File: config.mk
export PLATFORM = sky130hd
export DESIGN_NAME = fft_peak_tracker
export DESIGN_NICKNAME = d
export VERILOG_FILES = /design/src/rtl/fft_peak_tracker.sv
export SDC_FILE = /design/constraint.sdc
export NUM_CORES = 1
export LEC_CHECK = 0
export CORE_MARGIN = 2
export CORE_UTILIZATION = 59
export CTS_BUF_LIST = sky130_fd_sc_hd__clkbuf_2 sky130_fd_sc_hd__clkbuf_4 sky130_fd_sc_hd__clkbuf_8
export DETAILED_ROUTE_END_ITERATION = 10
export PLACE_DENSITY = 0.82
export SLEW_MARGIN = 20
export SYNTH_ARGS = -nofsm -noshare
export SYNTH_HDL_FRONTEND = slang
export SYNTH_SLANG_ARGS = --single-unit
File: constraint.sdc
create_clock -name clk_clk -period 4.7 [get_ports clk_clk]
set_input_delay 0.705 -clock clk_clk [delete_from_list [all_inputs] [get_ports clk_clk]]
set_output_delay 0.705 -clock clk_clk [all_outputs]
set_load 0.01 [all_outputs]
File: src/rtl/fft_peak_tracker.sv
// fft_peak_tracker: debounces the per-frame FFT peak-bin index into a stable
// tracked bin with lock / hold qualification for the PIO/NIOS side.
//
// Ports:
//   clk_clk        in   system clock
//   reset_reset_n  in   async active-low reset
//   idx_in         in   peak bin from the FFT max-index stage
//   idx_valid      in   one-cycle strobe, idx_in valid
//   track_index    out  tracked bin (qualified by locked)
//   locked         out  track_index is qualified
//   holding        out  locked but currently missing
//   lock_change    out  one-cycle pulse on any change of locked
//   timeout_flag   out  sticky idle-timeout indicator, cleared on next lock
//
// Optional feature: define FFT_PEAK_TRACK_TIMEOUT_EN to build the idle
// timeout (adds parameter TIMEOUT_CYCLES). Without it timeout_flag is 0.
module fft_peak_tracker #(
  parameter int unsigned IDX_W      = 8,
  parameter int unsigned LOCK_COUNT = 4,
  parameter int unsigned TOL        = 1,
  parameter int unsigned LOSS_COUNT = 3
`ifdef FFT_PEAK_TRACK_TIMEOUT_EN
  , parameter int unsigned TIMEOUT_CYCLES = 1000000
`endif
) (
  input  logic             clk_clk,
  input  logic             reset_reset_n,
  input  logic [IDX_W-1:0] idx_in,
  input  logic             idx_valid,
  output logic [IDX_W-1:0] track_index,
  output logic             locked,
  output logic             holding,
  output logic             lock_change,
  output logic             timeout_flag
);

  localparam int unsigned MATCH_W = $clog2(LOCK_COUNT) + 1;
  localparam int unsigned MISS_W  = $clog2(LOSS_COUNT) + 1;

  typedef enum logic [1:0] {SEARCH, ACQUIRE, LOCKED, HOLD} state_t;

  state_t             state_q, state_d;
  logic [IDX_W-1:0]   cand_q, cand_d, track_d;
  logic [MATCH_W-1:0] match_q, match_d;
  logic [MISS_W-1:0]  miss_q, miss_d;
  logic               locked_d, holding_d, lock_change_d, timeout_flag_d;

  logic [IDX_W-1:0]   ref_c, dist_c;
  logic               nonzero_c, hit_c, timeout_c;

  // Reference is the candidate while acquiring, the tracked bin otherwise.
  always_comb begin
    ref_c     = (state_q == ACQUIRE) ? cand_q : track_index;
    dist_c    = (idx_in > ref_c) ? (idx_in - ref_c) : (ref_c - idx_in);
    nonzero_c = (idx_in != '0);
    // DC bin never counts as a hit, even when within tolerance of ref.
    hit_c     = nonzero_c && (32'(dist_c) <= TOL);
  end

`ifdef FFT_PEAK_TRACK_TIMEOUT_EN
  localparam int unsigned TOUT_W = $clog2(TIMEOUT_CYCLES) + 1;
  logic [TOUT_W-1:0] idle_q, idle_d;

  // Idle counter; a strobe on the terminal cycle wins over the timeout.
  always_comb begin
    idle_d    = idle_q;
    timeout_c = 1'b0;
    if (idx_valid || state_q == SEARCH) begin
      idle_d = '0;
    end else if (idle_q == TOUT_W'(TIMEOUT_CYCLES - 1)) begin
      idle_d    = '0;
      timeout_c = 1'b1;
    end else begin
      idle_d = idle_q + 1'b1;
    end
  end

  always_ff @(posedge clk_clk or negedge reset_reset_n) begin
    if (!reset_reset_n) idle_q <= '0;
    else                idle_q <= idle_d;
  end
`else
  assign timeout_c = 1'b0;
`endif

  // Next-state and next-output logic.
  always_comb begin
    state_d        = state_q;
    cand_d         = cand_q;
    track_d        = track_index;
    match_d        = match_q;
    miss_d         = miss_q;
    locked_d       = locked;
    holding_d      = holding;
    lock_change_d  = 1'b0;
    timeout_flag_d = timeout_flag;

    if (timeout_c) begin
      state_d        = SEARCH;
      match_d        = '0;
      miss_d         = '0;
      holding_d      = 1'b0;
      timeout_flag_d = 1'b1;
      if (locked) begin
        locked_d      = 1'b0;
        lock_change_d = 1'b1;
      end
    end else if (idx_valid) begin
      unique case (state_q)
        SEARCH: begin
          if (nonzero_c) begin
            cand_d  = idx_in;
            match_d = MATCH_W'(1);
            state_d = ACQUIRE;
          end
        end
        ACQUIRE: begin
          if (nonzero_c) begin
            if (hit_c) begin
              if (match_q == MATCH_W'(LOCK_COUNT - 1)) begin
                track_d        = cand_q;
                locked_d       = 1'b1;
                lock_change_d  = 1'b1;
                timeout_flag_d = 1'b0;
                match_d        = '0;
                state_d        = LOCKED;
              end else begin
                match_d = match_q + 1'b1;
              end
            end else begin
              cand_d  = idx_in;
              match_d = MATCH_W'(1);
            end
          end
        end
        LOCKED: begin
          if (hit_c) begin
            track_d = idx_in;
          end else if (LOSS_COUNT == 1) begin
            locked_d      = 1'b0;
            lock_change_d = 1'b1;
            state_d       = SEARCH;
          end else begin
            miss_d    = MISS_W'(1);
            holding_d = 1'b1;
            state_d   = HOLD;
          end
        end
        HOLD: begin
          if (hit_c) begin
            track_d   = idx_in;
            miss_d    = '0;
            holding_d = 1'b0;
            state_d   = LOCKED;
          end else if (miss_q == MISS_W'(LOSS_COUNT - 1)) begin
            miss_d        = '0;
            locked_d      = 1'b0;
            holding_d     = 1'b0;
            lock_change_d = 1'b1;
            state_d       = SEARCH;
          end else begin
            miss_d = miss_q + 1'b1;
          end
        end
        default: state_d = SEARCH;
      endcase
    end
  end

  // State and registered outputs.
  always_ff @(posedge clk_clk or negedge reset_reset_n) begin
    if (!reset_reset_n) begin
      state_q      <= SEARCH;
      cand_q       <= '0;
      match_q      <= '0;
      miss_q       <= '0;
      track_index  <= '0;
      locked       <= 1'b0;
      holding      <= 1'b0;
      lock_change  <= 1'b0;
      timeout_flag <= 1'b0;
    end else begin
      state_q      <= state_d;
      cand_q       <= cand_d;
      match_q      <= match_d;
      miss_q       <= miss_d;
      track_index  <= track_d;
      locked       <= locked_d;
      holding      <= holding_d;
      lock_change  <= lock_change_d;
      timeout_flag <= timeout_flag_d;
    end
  end

endmodule

==> impl_metrics.toml, run 1 <==
[power]
power_frac_clock = 0.088
switching_share = 0.4590
p_per_area_mw_per_mm2 = 601.9
p_leak_nw = 1.154
combinationalPowerShare = 0.688
ir_drop_v = 0.0003091
seqPwrFrac = 0.223
power.switching_mw = 0.7176
p_int_mw = 0.8457
power_mw = 1.563

[worst_setup_path]
cp.required_ns = 4.86
crit_slowest_cell = "dfrtp_1"
crit_top_cell = "mux2_2"
crit_path_start_kind = "register"
crit_chain = "nand2_1, buf_4, mux2_2, ha_1, nor2_1, a21oi_1, mux2_4, nor4_1, o2111ai_1, o31a_1, nor3b_4, mux2_2"
cpPeakStageDelay_ns = 0.61
crit-reg2reg-launch = "state_q[0]"
arrival_ns = 4.39
critPathBufInv = 1
rrSetupSlack_ns = 0.47
path_max_fanout = 14
reg2reg_to = "track_index[7]"
path_class = "reg2reg"
worst-path-stages = 12
cp-startpoint = "state_q[0]"
cp-end-kind = "register"
r2r_cells = 12
crit_end = "track_index[7]"
path_delay_family = "simple AND/OR/NAND/NOR gates"

[floorplan]
die-area_mm2 = 0.004458
die-width_um = 66.77
die_h_um = 66.77
num_rows = 22
start_util = 0.6256
coreArea_mm2 = 0.003716
io_pins = 23

[place]
gp_congestion = 1.094
placed_cell_area_mm2 = 0.002549
portBuffers = 21
dp_hpwl_um = 3937

[global_route]
overflow = 0
grt_pass1_wl_um = 9039
grt_usage = 0.2693
grt_max_degree = 28
antenna_found_initial = 0
grt_pass1_vias = 1878

[sta]
fmax_mhz = 236.7
layout_min_cycle_time_ns = 4.225
slew_viol_final = 0
tns_ns = 0
maxSlewHeadroom = 0.6613
worst_slew_pin_slew_ns = 0.5081
hold_viol_final = 0
skew_ns = 0.004033
rsz0062_at_grt = "no"
period_share = 0.8990
final-setup-viol-count = 0

[yosys]
yosysSeqAreaShare = 0.2906
synth_top_area_frac = 0.2906
syn_area_mm2 = 0.002325
synth_area_leader_cell = "dfrtp_1"
syn_nets = 276
synth.top_cells.by_area = "dfrtp_1, mux2_2, ha_1"
ys_async_sr_fraction = 1.000
synthCells = 247
avgSynthCellArea_um2 = 9.412
yosysWarnings = 0
synthFlopType = "dfrtp_1"
ys_ff_latch = 27
ys_types = 53
synth-edff-count = 0

[layout]
fill_cells = 315
final_area_mm2 = 0.002597
multiInputGateArea_mm2 = 0.001509
final_layout_size_suffix_gt1_frac = 0.1679
diodes = 0
nets = 292
area_growth_pct = 11.73
ff_latch_area_um2 = 675.6

[clock_network]
clk_pin_slew_ns = 0.09
cts_tree = "yes"
cts.sinks = 27
postCtsHoldBufs = 0
post_cts_resized = 0
ctsHtreeMaxLevel = 1
cts_setup_buffers = 0
cts_buffers = 3
clk-insertion-delay-late_ns = 0.27
cts_root_buf = "clkbuf_8"
clockBufferDepth = 2

[run_status]
outcome = "finished clean"

[route]
ant_nets = 0
via_per_inst = 6.158
wirelength_um = 5289
wire_per_inst_um = 17.06
drc = 0
dr.pass1.iters = 4
vias = 1909
drtIter0Drc = 173

[hold_path]
hold_start = "match_q[1]"
hp-class = "reg2reg"

[job]
maxCapViolCount = 0
[worst register-to-register path: cells and delay by family (launching register included)]
kind,cells,cell delay [ns]
buf+inv,1,0.24
fa+ha+maj,1,0.54
mux,3,1.02
compound gates,3,0.61
flops,1,0.61
simple gates,4,1.09
[metrics by stage]
step / hold slack (ns) / cells / utilization / setup WS (ns)
6_report: 0.5115 / 310 / 0.6990 / 0.4748
5_1_grt: 0.5363 / 310 / 0.6990 / 0.1279
4_1_cts: 0.5080 / 310 / 0.6990 / 0.5114
3_5_place_dp: 0.4812 / 306 / 0.6859 / 0.4529
3_3_place_gp: 0.4792 / 306 / 0.6859 / 0.5759
2_1_floorplan: 0.4094 / 247 / - / 0.6836
[per-layer routing]
| metal | wire, µm | share of wire | global-route usage | vias to the layer above |
|---|---|---|---|---|
| li1 | - | - | - | 933 |
| met1 | 2612 | 0.49 | 0.3880 | 921 |
| met2 | 2373 | 0.45 | 0.4288 | 47 |
| met3 | 226 | 0.043 | 0.03716 | 8 |
| met4 | 76 | 0.014 | 0.06122 | 0 |
| met5 | 0 | 0 | 0 | - |
[area by class of cell]
type / instances / share of cell area
clock buffers: 4 / 0.01879
multi-input cells: 188 / 0.5809
inverters: 19 / 0.02746
well taps: 48 / 0.02312
flip-flops and latches: 27 / 0.2601
repair buffers: 24 / 0.08960
[cell usage after synthesis (all sizes together) (7+ instances only)]
cell and number:
a21oi 14, a31oi 7, buf 8, dfrtp 27, ha 16, inv 19
mux2 32, nand2 14, nand2b 8, nor2 9, nor2b 8, o2111ai 7
o21ai 11
[power groups by stage]
stage               clock, mW  combinational, mW  sequential [mW]
floorplan                   0              0.847            0.341
global placement            0               1.04            0.351
detailed placement          0               1.06            0.353
CTS                     0.139               1.06            0.348
global route            0.147               1.19            0.360
finish                  0.138               1.08            0.349
[cells by family after synthesis]
kind of cell	share of synthesized area
and+or+nand+nor	0.1755
AOI/OAI and AO/OA	0.1878
muxes	0.1695
buffers and inverters	0.06028
DFF	0.2906
adders and majority gates	0.1033
xor gates and xnor gates	0.01130
other	0.001613
[state kept, by name (all words and copies together) (netlist names)]
register	count
holding	1
miss_q	3
match_q	3
locked	1
track_index	8
cand_q	8
lock_change	1
state_q	2
[cells in the final DEF (no fill, tap or decap), types with 2 or more instances in the layout]
master,n
nor3_1,2
nor2_1,9
a41oi_1,2
or3b_2,2
a21o_1,4
a32o_1,2
nor3b_1,3
o21bai_1,2
nand2b_1,8
clkbuf_8,3
mux2_2,30
a31oi_1,6
inv_1,19
ha_1,16
mux2i_1,3
nand3_1,5
nand2_1,14
xor2_1,3
and3_1,4
o21ai_1,2
nor2b_1,8
o21ai_0,9
dfrtp_1,27
o2111ai_1,7
fa_1,2
o21a_1,2
buf_4,3
nand3b_1,3
clkdlybuf4s50_1,21
nor4_1,4
a21oi_1,14
[worst min path at each step]
stage,end,depth (start not counted)
final,match_q[1],2
after global routing,match_q[1],2
after global placement,match_q[1],2
after floorplan,cand_q[0],0
after CTS,match_q[1],2
after detailed placement,match_q[1],2
Note: power is estimated with default switching activity, not from simulation.
==> run 2: changes to the inputs <==
PLACE_DENSITY = 0.84   (was 0.82)
==> run 2 against run 1 <==
  * Register-to-register slack got worse by 0.03 ns
  * Critical path depth unchanged
  * Fmax decreased by 0.74%
  * Hold slack got worse by 0.0089 ns
  * Critical endpoint is now track_index[2]
  * Largest power group unchanged
  * Highest routed layer unchanged
==> impl_metrics.toml, run 2 (same netlist as run 1, synthesis figures left out) <==
[worst_setup_path]
path_delay_family = "simple AND/OR/NAND/NOR gates"
rrSetupSlack_ns = 0.44
r2r_cells = 12
path_max_fanout = 14
cp-startpoint = "state_q[0]"
crit_top_cell = "mux2_2"
arrival_ns = 4.41
crit_slowest_cell = "dfrtp_1"
cp-end-kind = "register"
crit_chain = "nand2_1, buf_4, mux2_2, ha_1, nor2_1, a21oi_1, mux2_4, nor4_1, o2111ai_1, o31a_1, nor3b_4, mux2_2"
cpPeakStageDelay_ns = 0.62
critPathBufInv = 1
crit-reg2reg-launch = "state_q[0]"
path_class = "reg2reg"
crit_path_start_kind = "register"
cp.required_ns = 4.86
reg2reg_to = "track_index[2]"

[floorplan]
die_h_um = 66.77
io_pins = 23
start_util = 0.6256
coreArea_mm2 = 0.003716
num_rows = 22
die-width_um = 66.77
die-area_mm2 = 0.004458

[clock_network]
cts_root_buf = "clkbuf_8"
ctsHtreeMaxLevel = 1
cts.sinks = 27
cts_buffers = 3
clk_pin_slew_ns = 0.09
cts_setup_buffers = 0
cts_tree = "yes"
clockBufferDepth = 2
clk-insertion-delay-late_ns = 0.27
postCtsHoldBufs = 0
post_cts_resized = 0

[global_route]
overflow = 0
grt_max_degree = 28
antenna_found_initial = 0
grt_pass1_vias = 1770
grt_usage = 0.2551
grt_pass1_wl_um = 8652

[layout]
final_cell_mix = "mux2_2, dfrtp_1, clkdlybuf4s50_1"
final_layout_size_suffix_gt1_frac = 0.1679
final_common_cell = "mux2_2"
area_growth_pct = 11.63
reg_top3 = "cand_q (8), track_index (8)"
diodes = 0
nets = 292

[sta]
worst_slew_pin_slew_ns = 0.5274
fmax_mhz = 234.9
skew_ns = 0.007126
maxSlewHeadroom = 0.6451
final-setup-viol-count = 0
period_share = 0.9057
hold_viol_final = 0
rsz0062_at_grt = "no"
layout_min_cycle_time_ns = 4.257
tns_ns = 0
slew_viol_final = 0

[run_status]
outcome = "finished clean"

[route]
dr.pass1.iters = 4
vias = 1903
wire_per_inst_um = 16.74
drc = 0
wirelength_um = 5188
drtIter0Drc = 151
ant_nets = 0
via_per_inst = 6.139

[hold_path]
min_path_cells = 2
hp-class = "reg2reg"
holdPathEnd = "match_q[1]"
hold_start = "match_q[1]"

[place]
gp_congestion = 0.9379
portBuffers = 21
dp_hpwl_um = 3927

[job]
maxCapViolCount = 0

[power]
power_mw = 1.550
p_leak_nw = 1.153
ir_drop_v = 0.0003070
p_per_area_mw_per_mm2 = 597.2
-- run 2: cell count changes in the layout (fill, tap and decap cells not counted) --
cell      delta
clkbuf_4     -1
clkinv_2     +1
-- run 2: layout make-up --
cell class / instances / area (µm²)
Fill cell: 301 / 1121
Multi-Input combinational cell: 188 / 1509
Tap cell: 48 / 60.06
Inverter: 19 / 71.32
Clock inverter: 1 / 5.005
Sequential cell: 27 / 675.6
Timing Repair Buffer: 24 / 232.7
Clock buffer: 3 / 41.29
-- run 2: metrics by stage --
step             util  std cells  setup slack, ns  hold slack (ns)  area (µm²)
6_report       0.6983        310           0.4433           0.5027        2595
5_1_grt        0.6983        310           0.1350           0.5460        2595
4_1_cts        0.6983        310           0.4870           0.5050        2595
3_5_place_dp   0.6859        306           0.4316           0.4830        2549
3_3_place_gp   0.6859        306           0.5200           0.4608        2549
2_1_floorplan       -        247           0.6836           0.4094        2325
-- run 2: worst max path at each step --
stage | slack (ns) | cells past startpoint | to
6_report | 0.44 | 12 | track_index[2]
5_1_grt | 0.14 | 12 | track_index[5]
4_1_cts | 0.49 | 12 | track_index[2]
3_5_place_dp | 0.43 | 11 | track_index[2]
3_3_place_gp | 0.52 | 11 | track_index[2]
2_1_floorplan | 0.68 | 16 | track_index[0]
-- run 2: where the power goes --
group          internal, mW  switching [mW]
Clock                0.0594          0.0710
Sequential            0.296          0.0541
Combinational         0.485           0.584
Total                 0.840           0.709
-- run 2: per-layer routing --
layer | track usage | vias up | wire length, µm
li1 | - | 934 | -
met4 | 0.04337 | 0 | 49
met2 | 0.3813 | 52 | 2316
met3 | 0.03716 | 6 | 220
met5 | 0 | - | 0
met1 | 0.3942 | 911 | 2602
-- run 2: worst min-delay path: cells and delay by family (launching register included) --
family           cells  cell delay, ns
flip-flops           1            0.37
AND/OR/NAND/NOR      1            0.05
AO/OA/AOI/OAI        1            0.05
==> run 3: changes to the inputs <==
SETUP_SLACK_MARGIN = 0.2   (was not set)
==> run 3 against run 2 <==
  * Clock-buffer cell count is the same
  * Sequential share of layout area shrank 0.20 points
  * Clock skew shrank 0.0015 ns
  * Combinational power is essentially flat
  * Fmax grew 2.5%
  * Largest cell class unchanged
==> impl_metrics.toml, run 3 (same netlist as run 1, synthesis figures left out) <==
[clock_network]
cts_buffers = 3
post_cts_resized = 0
postCtsHoldBufs = 0
clockBufferDepth = 2
ctsHtreeMaxLevel = 1
clk-insertion-delay-late_ns = 0.27
cts.sinks = 27
clk_pin_slew_ns = 0.09
cts_tree = "yes"
cts_setup_buffers = 0
cts_root_buf = "clkbuf_8"

[place]
post-place-cells = 306
dp_hpwl_um = 3927
gp_congestion = 0.9379
portBuffers = 21
placed_cell_area_mm2 = 0.002549

[layout]
nets = 293
final_layout_size_suffix_gt1_frac = 0.1711
fill_cells = 299
utilization = 0.7037
final_common_cell = "mux2_2"
final_cells = 311
final_area_mm2 = 0.002615
area_growth_pct = 12.49
diodes = 0
final_cell_mix = "mux2_2, dfrtp_1, clkdlybuf4s50_1"
reg_top3 = "cand_q (8), track_index (8)"

[power]
p_leak_nw = 1.161
ir_drop_v = 0.0003092
p_int_mw = 0.8407
switching_share = 0.4580
power_mw = 1.551
seqPwrFrac = 0.226
power_frac_clock = 0.084
power.switching_mw = 0.7105
combinationalPowerShare = 0.690
p_per_area_mw_per_mm2 = 593.2

[route]
wirelength_um = 5184
via_per_inst = 6.248
dr.pass1.iters = 4
drtIter0Drc = 134
wire_per_inst_um = 16.67
ant_nets = 0
drc = 0
vias = 1943

[sta]
final-setup-viol-count = 0
layout_min_cycle_time_ns = 4.152
worst_slew_pin_slew_ns = 0.5265
rsz0062_at_grt = "no"
fmax_mhz = 240.8
skew_ns = 0.005601
period_share = 0.8835
slew_viol_final = 0
maxSlewHeadroom = 0.6458
tns_ns = 0
hold_viol_final = 0

[floorplan]
io_pins = 23
die-area_mm2 = 0.004458
die-width_um = 66.77
coreArea_mm2 = 0.003716
die_h_um = 66.77
start_util = 0.6256
num_rows = 22

[run_status]
outcome = "finished clean"

[worst_setup_path]
path_class = "reg2reg"
rrSetupSlack_ns = 0.55
cp-end-kind = "register"
cp.required_ns = 4.86
reg2reg_to = "track_index[2]"
crit_path_start_kind = "register"
arrival_ns = 4.31
r2r_cells = 13
crit-reg2reg-launch = "state_q[0]"
path_max_fanout = 14

[global_route]
overflow = 0
antenna_found_initial = 0
grt_pass1_vias = 1770
grt_max_degree = 28
grt_usage = 0.2551
grt_pass1_wl_um = 8652

[hold_path]
hp-class = "reg2reg"
min_path_cells = 2
holdPathEnd = "match_q[1]"
hold_start = "match_q[1]"

[job]
maxCapViolCount = 0
## run 3: changes by cell type in the layout (fill, tap and decap cells not counted)
cell and delta:
buf_12 +1
## run 3: how the worst max path moves through the flow
stage,cells past startpoint,end,start
finish,13,track_index[2],state_q[0]
global placement,11,track_index[2],idx_in[0]
global route,13,track_index[6],state_q[0]
CTS,12,track_index[2],state_q[0]
detailed placement,11,track_index[2],idx_in[0]
floorplan,16,track_index[0],state_q[1]
## run 3: area by class of cell
type	instances	area, µm²	share of cell area
multi-input cells	188	1509	0.5770
flip-flops and latches	27	675.6	0.2584
repair buffers	25	252.7	0.09665
inverters	19	71.32	0.02727
well taps	48	60.06	0.02297
clock buffers	3	41.29	0.01579
clock inverters	1	5.005	0.001914
## run 3: worst max-delay path, stage by stage (launching register included)
cell,delay [ns]
dfrtp_1,0.62
nand2_1,0.25
buf_4,0.24
mux2_2,0.29
ha_1,0.53
nor2_1,0.07
a21oi_1,0.17
mux2_4,0.33
nor4_1,0.26
o2111ai_1,0.18
o31a_1,0.30
nor3b_4,0.28
buf_12,0.16
mux2_2,0.33
## run 3: through the flow
step / setup WS (ns) / hold WS, ns
detailed placement: 0.4316 / 0.4830
global placement: 0.5200 / 0.4608
CTS: 0.4870 / 0.5050
finish: 0.5476 / 0.5115
floorplan: 0.6836 / 0.4094
global route: 0.2703 / 0.5466
## run 3: layer usage
layer	up-vias	wire length (µm)	global-route usage
li1	936	-	-
met3	6	354	0.03716
met4	0	49	0.04337
met2	70	2330	0.3813
met5	-	0	0
met1	931	2449	0.3942
## run 3: power by group through the flow
stage                     clock, mW  sequential [mW]  combinational [mW]
final                         0.131            0.350                1.07
after global routing          0.146            0.361                1.19
after CTS                     0.134            0.350                1.05
after detailed placement          0            0.355                1.05
after global placement            0            0.350                1.03
after floorplan                   0            0.341               0.847
